<file path="src/rtl/parking_pkg.sv">
// Purpose : shared types, default parameters and helpers for the parking gate arbiter.
// Latency : n/a (package, no logic).
// Backpressure: n/a.
package parking_pkg;

    typedef enum logic [1:0] {
        IDLE   = 2'd0,
        ISSUE  = 2'd1,
        SETTLE = 2'd2
    } arb_state_t;

    // One parking event towards parking_management, packed in port order.
    typedef struct packed {
        logic uni_exited;
        logic exited;
        logic uni_entered;
        logic entered;
    } park_evt_t;

    localparam int DEF_NUM_GATES      = 4;
    localparam int DEF_SETTLE_CYCLES  = 1;
    localparam int DEF_BARRIER_CYCLES = 8;

    // Index/counter width that never collapses to zero bits.
    function automatic int clog2_min1(input int value);
        return (value <= 2) ? 1 : $clog2(value);
    endfunction

endpackage

</file>
<file path="src/rtl/parking_barrier_timer.sv">
// Purpose : per-gate barrier-open window timer.
// Latency : open rises in the cycle after load is sampled, stays high BARRIER_CYCLES cycles.
// Backpressure: none; a new load simply restarts the window.
//
// Ports:
//   clk   - clock, rising edge
//   reset - asynchronous, active-high
//   load  - one-cycle pulse, (re)start the window
//   open  - level, barrier raised while the counter is non-zero
module parking_barrier_timer #(
    parameter int BARRIER_CYCLES = parking_pkg::DEF_BARRIER_CYCLES
) (
    input  logic clk,
    input  logic reset,
    input  logic load,
    output logic open
);

    localparam int CNT_W = $clog2(BARRIER_CYCLES + 1);

    logic [CNT_W-1:0] cnt;

    always_ff @(posedge clk or posedge reset) begin
        if (reset) begin
            cnt <= '0;
        end else if (load) begin
            cnt <= CNT_W'(BARRIER_CYCLES);
        end else if (cnt != '0) begin
            cnt <= cnt - 1'b1;
        end
    end

    assign open = (cnt != '0);

endmodule

</file>
<file path="src/rtl/parking_gate_arbiter.sv">
// Purpose : round-robin arbiter sharing the parking_management event port between gates.
// Latency : request seen in IDLE cycle T -> ack/reject/event registered in cycle T+1.
// Backpressure: one accepted event per 2+SETTLE_CYCLES cycles, one reject per cycle; losers hold gate_req.
//
// Optional build macro: PARKING_ARB_UNI_PRIORITY_EN - eligible university entries win over all
// other requests (round-robin inside the uni-entry group first, then over everyone).
//
// Ports:
//   clk, reset                      - clock (rising edge), async active-high reset
//   gate_req/_is_exit/_is_uni       - per-gate level request and its qualifiers
//   uni_is_vacated_space            - uni space free (sampled only at the IDLE decision edge)
//   is_vacated_space                - general space free (sampled only at the IDLE decision edge)
//   gate_ack / gate_reject          - per-gate one-cycle response pulses
//   barrier_open                    - per-gate barrier level, BARRIER_CYCLES from the ack cycle
//   car_entered/is_uni_car_entered  - entry event pulse to parking_management
//   car_exited/is_uni_car_exited    - exit event pulse to parking_management
//   busy                            - FSM outside IDLE
module parking_gate_arbiter
    import parking_pkg::*;
#(
    parameter int NUM_GATES      = DEF_NUM_GATES,
    parameter int SETTLE_CYCLES  = DEF_SETTLE_CYCLES,
    parameter int BARRIER_CYCLES = DEF_BARRIER_CYCLES
) (
    input  logic                 clk,
    input  logic                 reset,
    input  logic [NUM_GATES-1:0] gate_req,
    input  logic [NUM_GATES-1:0] gate_is_exit,
    input  logic [NUM_GATES-1:0] gate_is_uni,
    input  logic                 uni_is_vacated_space,
    input  logic                 is_vacated_space,
    output logic [NUM_GATES-1:0] gate_ack,
    output logic [NUM_GATES-1:0] gate_reject,
    output logic [NUM_GATES-1:0] barrier_open,
    output logic                 car_entered,
    output logic                 is_uni_car_entered,
    output logic                 car_exited,
    output logic                 is_uni_car_exited,
    output logic                 busy
);

    localparam int GW       = clog2_min1(NUM_GATES);
    localparam int SETTLE_W = clog2_min1(SETTLE_CYCLES + 1);

    arb_state_t           state;
    logic [GW-1:0]        rr_ptr;
    logic [SETTLE_W-1:0]  settle_cnt;
    park_evt_t            evt_q;

    logic [NUM_GATES-1:0] eligible;
    logic [NUM_GATES-1:0] cand;
    logic [NUM_GATES-1:0] sel_onehot;
    logic [NUM_GATES-1:0] barrier_load;
    logic [GW-1:0]        sel_idx;
    logic [GW-1:0]        next_ptr;
    logic                 sel_vld;
    logic                 sel_accept;
    logic                 accept;
    int                   idx;

`ifdef PARKING_ARB_UNI_PRIORITY_EN
    logic [NUM_GATES-1:0] uni_entry;
`endif

    // Selection: first candidate at or above rr_ptr, wrapping around.
    always_comb begin
        eligible = gate_req & ~barrier_open;
        cand     = eligible;
`ifdef PARKING_ARB_UNI_PRIORITY_EN
        uni_entry = eligible & gate_is_uni & ~gate_is_exit;
        if (|uni_entry) begin
            cand = uni_entry;
        end
`endif
        sel_vld = 1'b0;
        sel_idx = '0;
        idx     = 0;
        for (int i = 0; i < NUM_GATES; i++) begin
            idx = int'(rr_ptr) + i;
            if (idx >= NUM_GATES) begin
                idx = idx - NUM_GATES;
            end
            if (!sel_vld && cand[idx]) begin
                sel_vld = 1'b1;
                sel_idx = GW'(idx);
            end
        end

        sel_onehot          = '0;
        sel_onehot[sel_idx] = 1'b1;

        // Exits always pass; entries need a free space of their own class.
        sel_accept = gate_is_exit[sel_idx] |
                     (gate_is_uni[sel_idx] ? uni_is_vacated_space : is_vacated_space);
        accept     = (state == IDLE) && sel_vld && sel_accept;

        next_ptr = (sel_idx == GW'(NUM_GATES - 1)) ? '0 : sel_idx + 1'b1;
    end

    // The barrier counter is loaded on the decision edge so it is already
    // non-zero during the ack cycle.
    assign barrier_load = accept ? sel_onehot : '0;

    always_ff @(posedge clk or posedge reset) begin
        if (reset) begin
            state       <= IDLE;
            rr_ptr      <= '0;
            settle_cnt  <= '0;
            evt_q       <= '0;
            gate_ack    <= '0;
            gate_reject <= '0;
        end else begin
            gate_ack    <= '0;
            gate_reject <= '0;
            evt_q       <= '0;
            case (state)
                IDLE: begin
                    if (sel_vld) begin
                        rr_ptr <= next_ptr;
                        if (sel_accept) begin
                            state             <= ISSUE;
                            gate_ack          <= sel_onehot;
                            evt_q.entered     <= ~gate_is_exit[sel_idx];
                            evt_q.uni_entered <= ~gate_is_exit[sel_idx] & gate_is_uni[sel_idx];
                            evt_q.exited      <= gate_is_exit[sel_idx];
                            evt_q.uni_exited  <= gate_is_exit[sel_idx] & gate_is_uni[sel_idx];
                        end else begin
                            gate_reject <= sel_onehot;
                        end
                    end
                end
                ISSUE: begin
                    if (SETTLE_CYCLES == 0) begin
                        state <= IDLE;
                    end else begin
                        state      <= SETTLE;
                        settle_cnt <= SETTLE_W'(SETTLE_CYCLES - 1);
                    end
                end
                SETTLE: begin
                    if (settle_cnt == '0) begin
                        state <= IDLE;
                    end else begin
                        settle_cnt <= settle_cnt - 1'b1;
                    end
                end
                default: state <= IDLE;
            endcase
        end
    end

    assign car_entered        = evt_q.entered;
    assign is_uni_car_entered = evt_q.uni_entered;
    assign car_exited         = evt_q.exited;
    assign is_uni_car_exited  = evt_q.uni_exited;
    assign busy               = (state != IDLE);

    for (genvar gi = 0; gi < NUM_GATES; gi++) begin : g_barrier
        parking_barrier_timer #(
            .BARRIER_CYCLES(BARRIER_CYCLES)
        ) u_timer (
            .clk   (clk),
            .reset (reset),
            .load  (barrier_load[gi]),
            .open  (barrier_open[gi])
        );
    end

endmodule

</file>
<file path="config.mk">
export PLATFORM = sky130hd
export DESIGN_NAME = parking_gate_arbiter
export DESIGN_NICKNAME = d
export VERILOG_FILES = /design/src/rtl/parking_pkg.sv /design/src/rtl/parking_barrier_timer.sv /design/src/rtl/parking_gate_arbiter.sv
export SDC_FILE = /design/constraint.sdc
export NUM_CORES = 1
export LEC_CHECK = 0
export ABC_AREA = 1
export CORE_UTILIZATION = 33
export CTS_BUF_LIST = sky130_fd_sc_hd__clkbuf_4 sky130_fd_sc_hd__clkbuf_8
export DETAILED_ROUTE_END_ITERATION = 6
export HOLD_SLACK_MARGIN = 0.02
export PLACE_DENSITY_LB_ADDON = 0.1
export SYNTH_ARGS = -nofsm -noshare
export SYNTH_HDL_FRONTEND = slang
export SYNTH_SLANG_ARGS = --single-unit
</file>
<file path="constraint.sdc">
create_clock -name clk -period 2.8 [get_ports clk]
set_input_delay 0.56 -clock clk [delete_from_list [all_inputs] [get_ports clk]]
set_output_delay 0.56 -clock clk [all_outputs]
set_load 0.1 [all_outputs]
</file>
==> results of run 1 <==
-- area by class of cell --
type / instances / area (sq um)
multi-input combinational: 159 / 1016
sequential: 32 / 800.8
fill: 608 / 3453
clock buffer: 5 / 68.82
tap: 75 / 93.84
clock inverter: 3 / 42.54
inverter: 30 / 117.6
timing repair buffer: 34 / 292.8
-- synthesized netlist by cell type --
library cell	count	area, sq um
a21oi_1	12	60.06
buf_4	5	37.54
buf_6	3	33.78
clkinv_1	1	3.750
dfrtp_1	32	800.8
ha_1	11	137.6
inv_1	27	101.4
inv_4	2	12.51
nand2_1	49	183.9
nand2_2	8	50.05
nand2_4	5	56.30
nand3_1	13	65.06
nand3_2	7	70.07
nand3_4	2	35.03
nand4_1	9	56.30
nand4_2	3	37.54
nor2_1	12	45.04
nor2_2	1	6.260
nor3_1	5	25.02
nor3b_1	1	7.510
o21ai_0	8	40.04
xnor2_1	1	8.760
xnor2_2	1	16.27
xor2_1	10	87.58
xor2_4	1	27.53
-- how the worst max path moves through the flow --
stage | startpoint | end | slack, ns | depth (start not counted)
floorplan | g_barrier[1].u_timer.cnt[0] | g_barrier[1].u_timer.cnt[3] | 0.75 | 16
global placement | gate_req[3] | gate_ack[0] | -0.01 | 14
detailed placement | gate_req[3] | g_barrier[0].u_timer.cnt[3] | -0.02 | 14
CTS | rr_ptr[0] | g_barrier[0].u_timer.cnt[3] | 0.26 | 13
global route | rr_ptr[0] | g_barrier[0].u_timer.cnt[3] | 0.08 | 13
finish | rr_ptr[0] | g_barrier[0].u_timer.cnt[3] | 0.24 | 13
-- metal layers --
metal	share of wire, %	routed length [microns]	track usage (%)
met2	48	1978	23.93
met5	0	0	0
met1	47	1975	18.73
met4	0.99	41	4.821
met3	4.0	167	3.657
-- registers in the layout (all words and copies together) (netlist names) --
| signal | count |
|---|---|
| gate_reject | 4 |
| gate_ack | 4 |
| state | 2 |
| g_barrier.u_timer.cnt | 16 |
| is_uni_car_entered | 1 |
| rr_ptr | 2 |
| car_exited | 1 |
| car_entered | 1 |
| is_uni_car_exited | 1 |
-- stage by stage --
step	utilization (%)	std cells	worst slack (ns)
after floorplan	-	229	0.7499
final	41.33	338	0.2446
after detailed placement	39.43	330	-0.02304
after CTS	41.33	338	0.2631
after global placement	39.43	330	-0.01382
after global routing	41.33	338	0.07629
-- kinds of logic (layout without fill, tap and decap cells) --
group           after synthesis  in the layout
compound gates               20             20
xor+xnor                     13             13
fa+ha+maj                    11             11
buf+inv                      38             72
flops                        32             32
simple gates                115            115
==> metrics.txt, run 1 <==
outcome=completed; Hold Slack=0.4204 ns; cts hold-fix bufs=0; slew at the pin with the worst max-slew slack=0.5312 ns; Initial Util=between 30% and 40%; final hold violation count=0; compound-cell area share of the yosys netlist=4.991%; CP Max Fanout=21; detailed-placement wirelength estimate=around 3.2 mm; number of global-route vias before repair=1541; MaxCap Viol Count=0; synthesized instance count=229; Layout Cell Area excl Fill=2432 sq um; reg2reg end=g_barrier[0].u_timer.cnt[3]; CP top delay family=simple AND/OR/NAND/NOR gates; Setup crit end kind=register; sequential-to-total area share from yosys stat=about two fifths; most common cell after layout, fill and taps aside=nand2_1; CP Buf/Inv Count=1; TritonCTS clock tree=done; cell row count=28; DR WL/cell=~12 microns; fraction of final layout cells sized beyond drive strength 1=21.67%; Final ANT Viol Nets=0; Post-route DRC=0; clk sinks=32; most frequent cells in the layout=nand2_1, dfrtp_1, inv_1; final setup vio count=0; chip height=79.96 microns; clock latency on the worst-skew pair=0.29 ns; clk buf depth=2; final setup TNS=0 ns; synth warn=0; CTS root buf=clkbuf_8; worst path cell trace=nand4_1, nand3_1, nand2_4, nand3_1, nand3_1, nand2_1, nand2_4, inv_1, nand3_1, nand2_2, nand3_4, nand2_1, nand2_1; slowest CP cell=dfrtp_1; die area=6394 sq um; CP required=2.97 ns; Min-Delay Path Class=reg2reg; Mapped Area=between 2000 and 2500 sq um; Slew HR=between 60% and 70%; syn avg cell area=8.758 sq um; grt ovf=0; Worst Hold Depth=1; crit path kind=reg2reg; worst reg2reg path depth=13; Cell variety after synth=25; GPL Wtd Cong=0.7678; # Post-CTS Setup Buffers=0; register bit total from synthesis=32; mux contribution to synthesized area=0%; routed vias/inst=4.601; Tot GR Track Use=14.62%; r2r setup slk=0.24 ns; Post-Synth XOR/XNOR Area=6.987%; max-slew violation count=0; r2r startpoint=rr_ptr[0]; Crit path top cell by count=nand3_1; post-cts sizing count=0; DP Area=2321 sq um; clk_skew=0.01175 ns; crit-path max cell delay=about 0.68 ns; WHS Endpoint=state[1]; CTS clk-pin slew, worst paths=0.07 ns; RSZ-0062 raised after global routing=no; TritonRoute pass-1 iters=4; Ant. Diodes=0; area growth from synthesis to layout=21.27%; Final nets=289; WP data arrival=2.72 ns; largest net degree at the start of global routing=33; initial antenna violation count=0; fin crit share=91.27%; Starting DRT DRC Count=52; WL final=4.162 mm; Synth Net Count=256; Final min period=2.555 ns; Port Buffers=32; Adder-Cell Fraction of Synth Area=6.862%; total CTS buffers=5; simple-gate area share of the yosys netlist=between 30% and 40%; Die Wd=79.96 microns; CP startpoint kind=register; vias after detailed routing=1555; H-tree depth=2; Core Area=5886 sq um; Max Freq=391.3 MHz; hold_sp=state[1]; num ports=33; largest family of logic cells by synthesized area=simple AND/OR/NAND/NOR gates; first-pass GRT wire length=7.065 mm
Power of run 1 is left out: the tool's default activity adds up to more than one toggle a clock period on the data nets, which glitch-free logic cannot reach.
==> run 2, diff against run 1 <==
--- a/config.mk
+++ b/config.mk
@@ -11,6 +11,7 @@
 export DETAILED_ROUTE_END_ITERATION = 6
 export HOLD_SLACK_MARGIN = 0.02
 export PLACE_DENSITY_LB_ADDON = 0.1
+export SLEW_MARGIN = 20
 export SYNTH_ARGS = -nofsm -noshare
 export SYNTH_HDL_FRONTEND = slang
 export SYNTH_SLANG_ARGS = --single-unit
==> results of run 2 <==
Final layout, timing and power as in run 1 (identical DEF).
Power of run 2 is left out for the same reason.
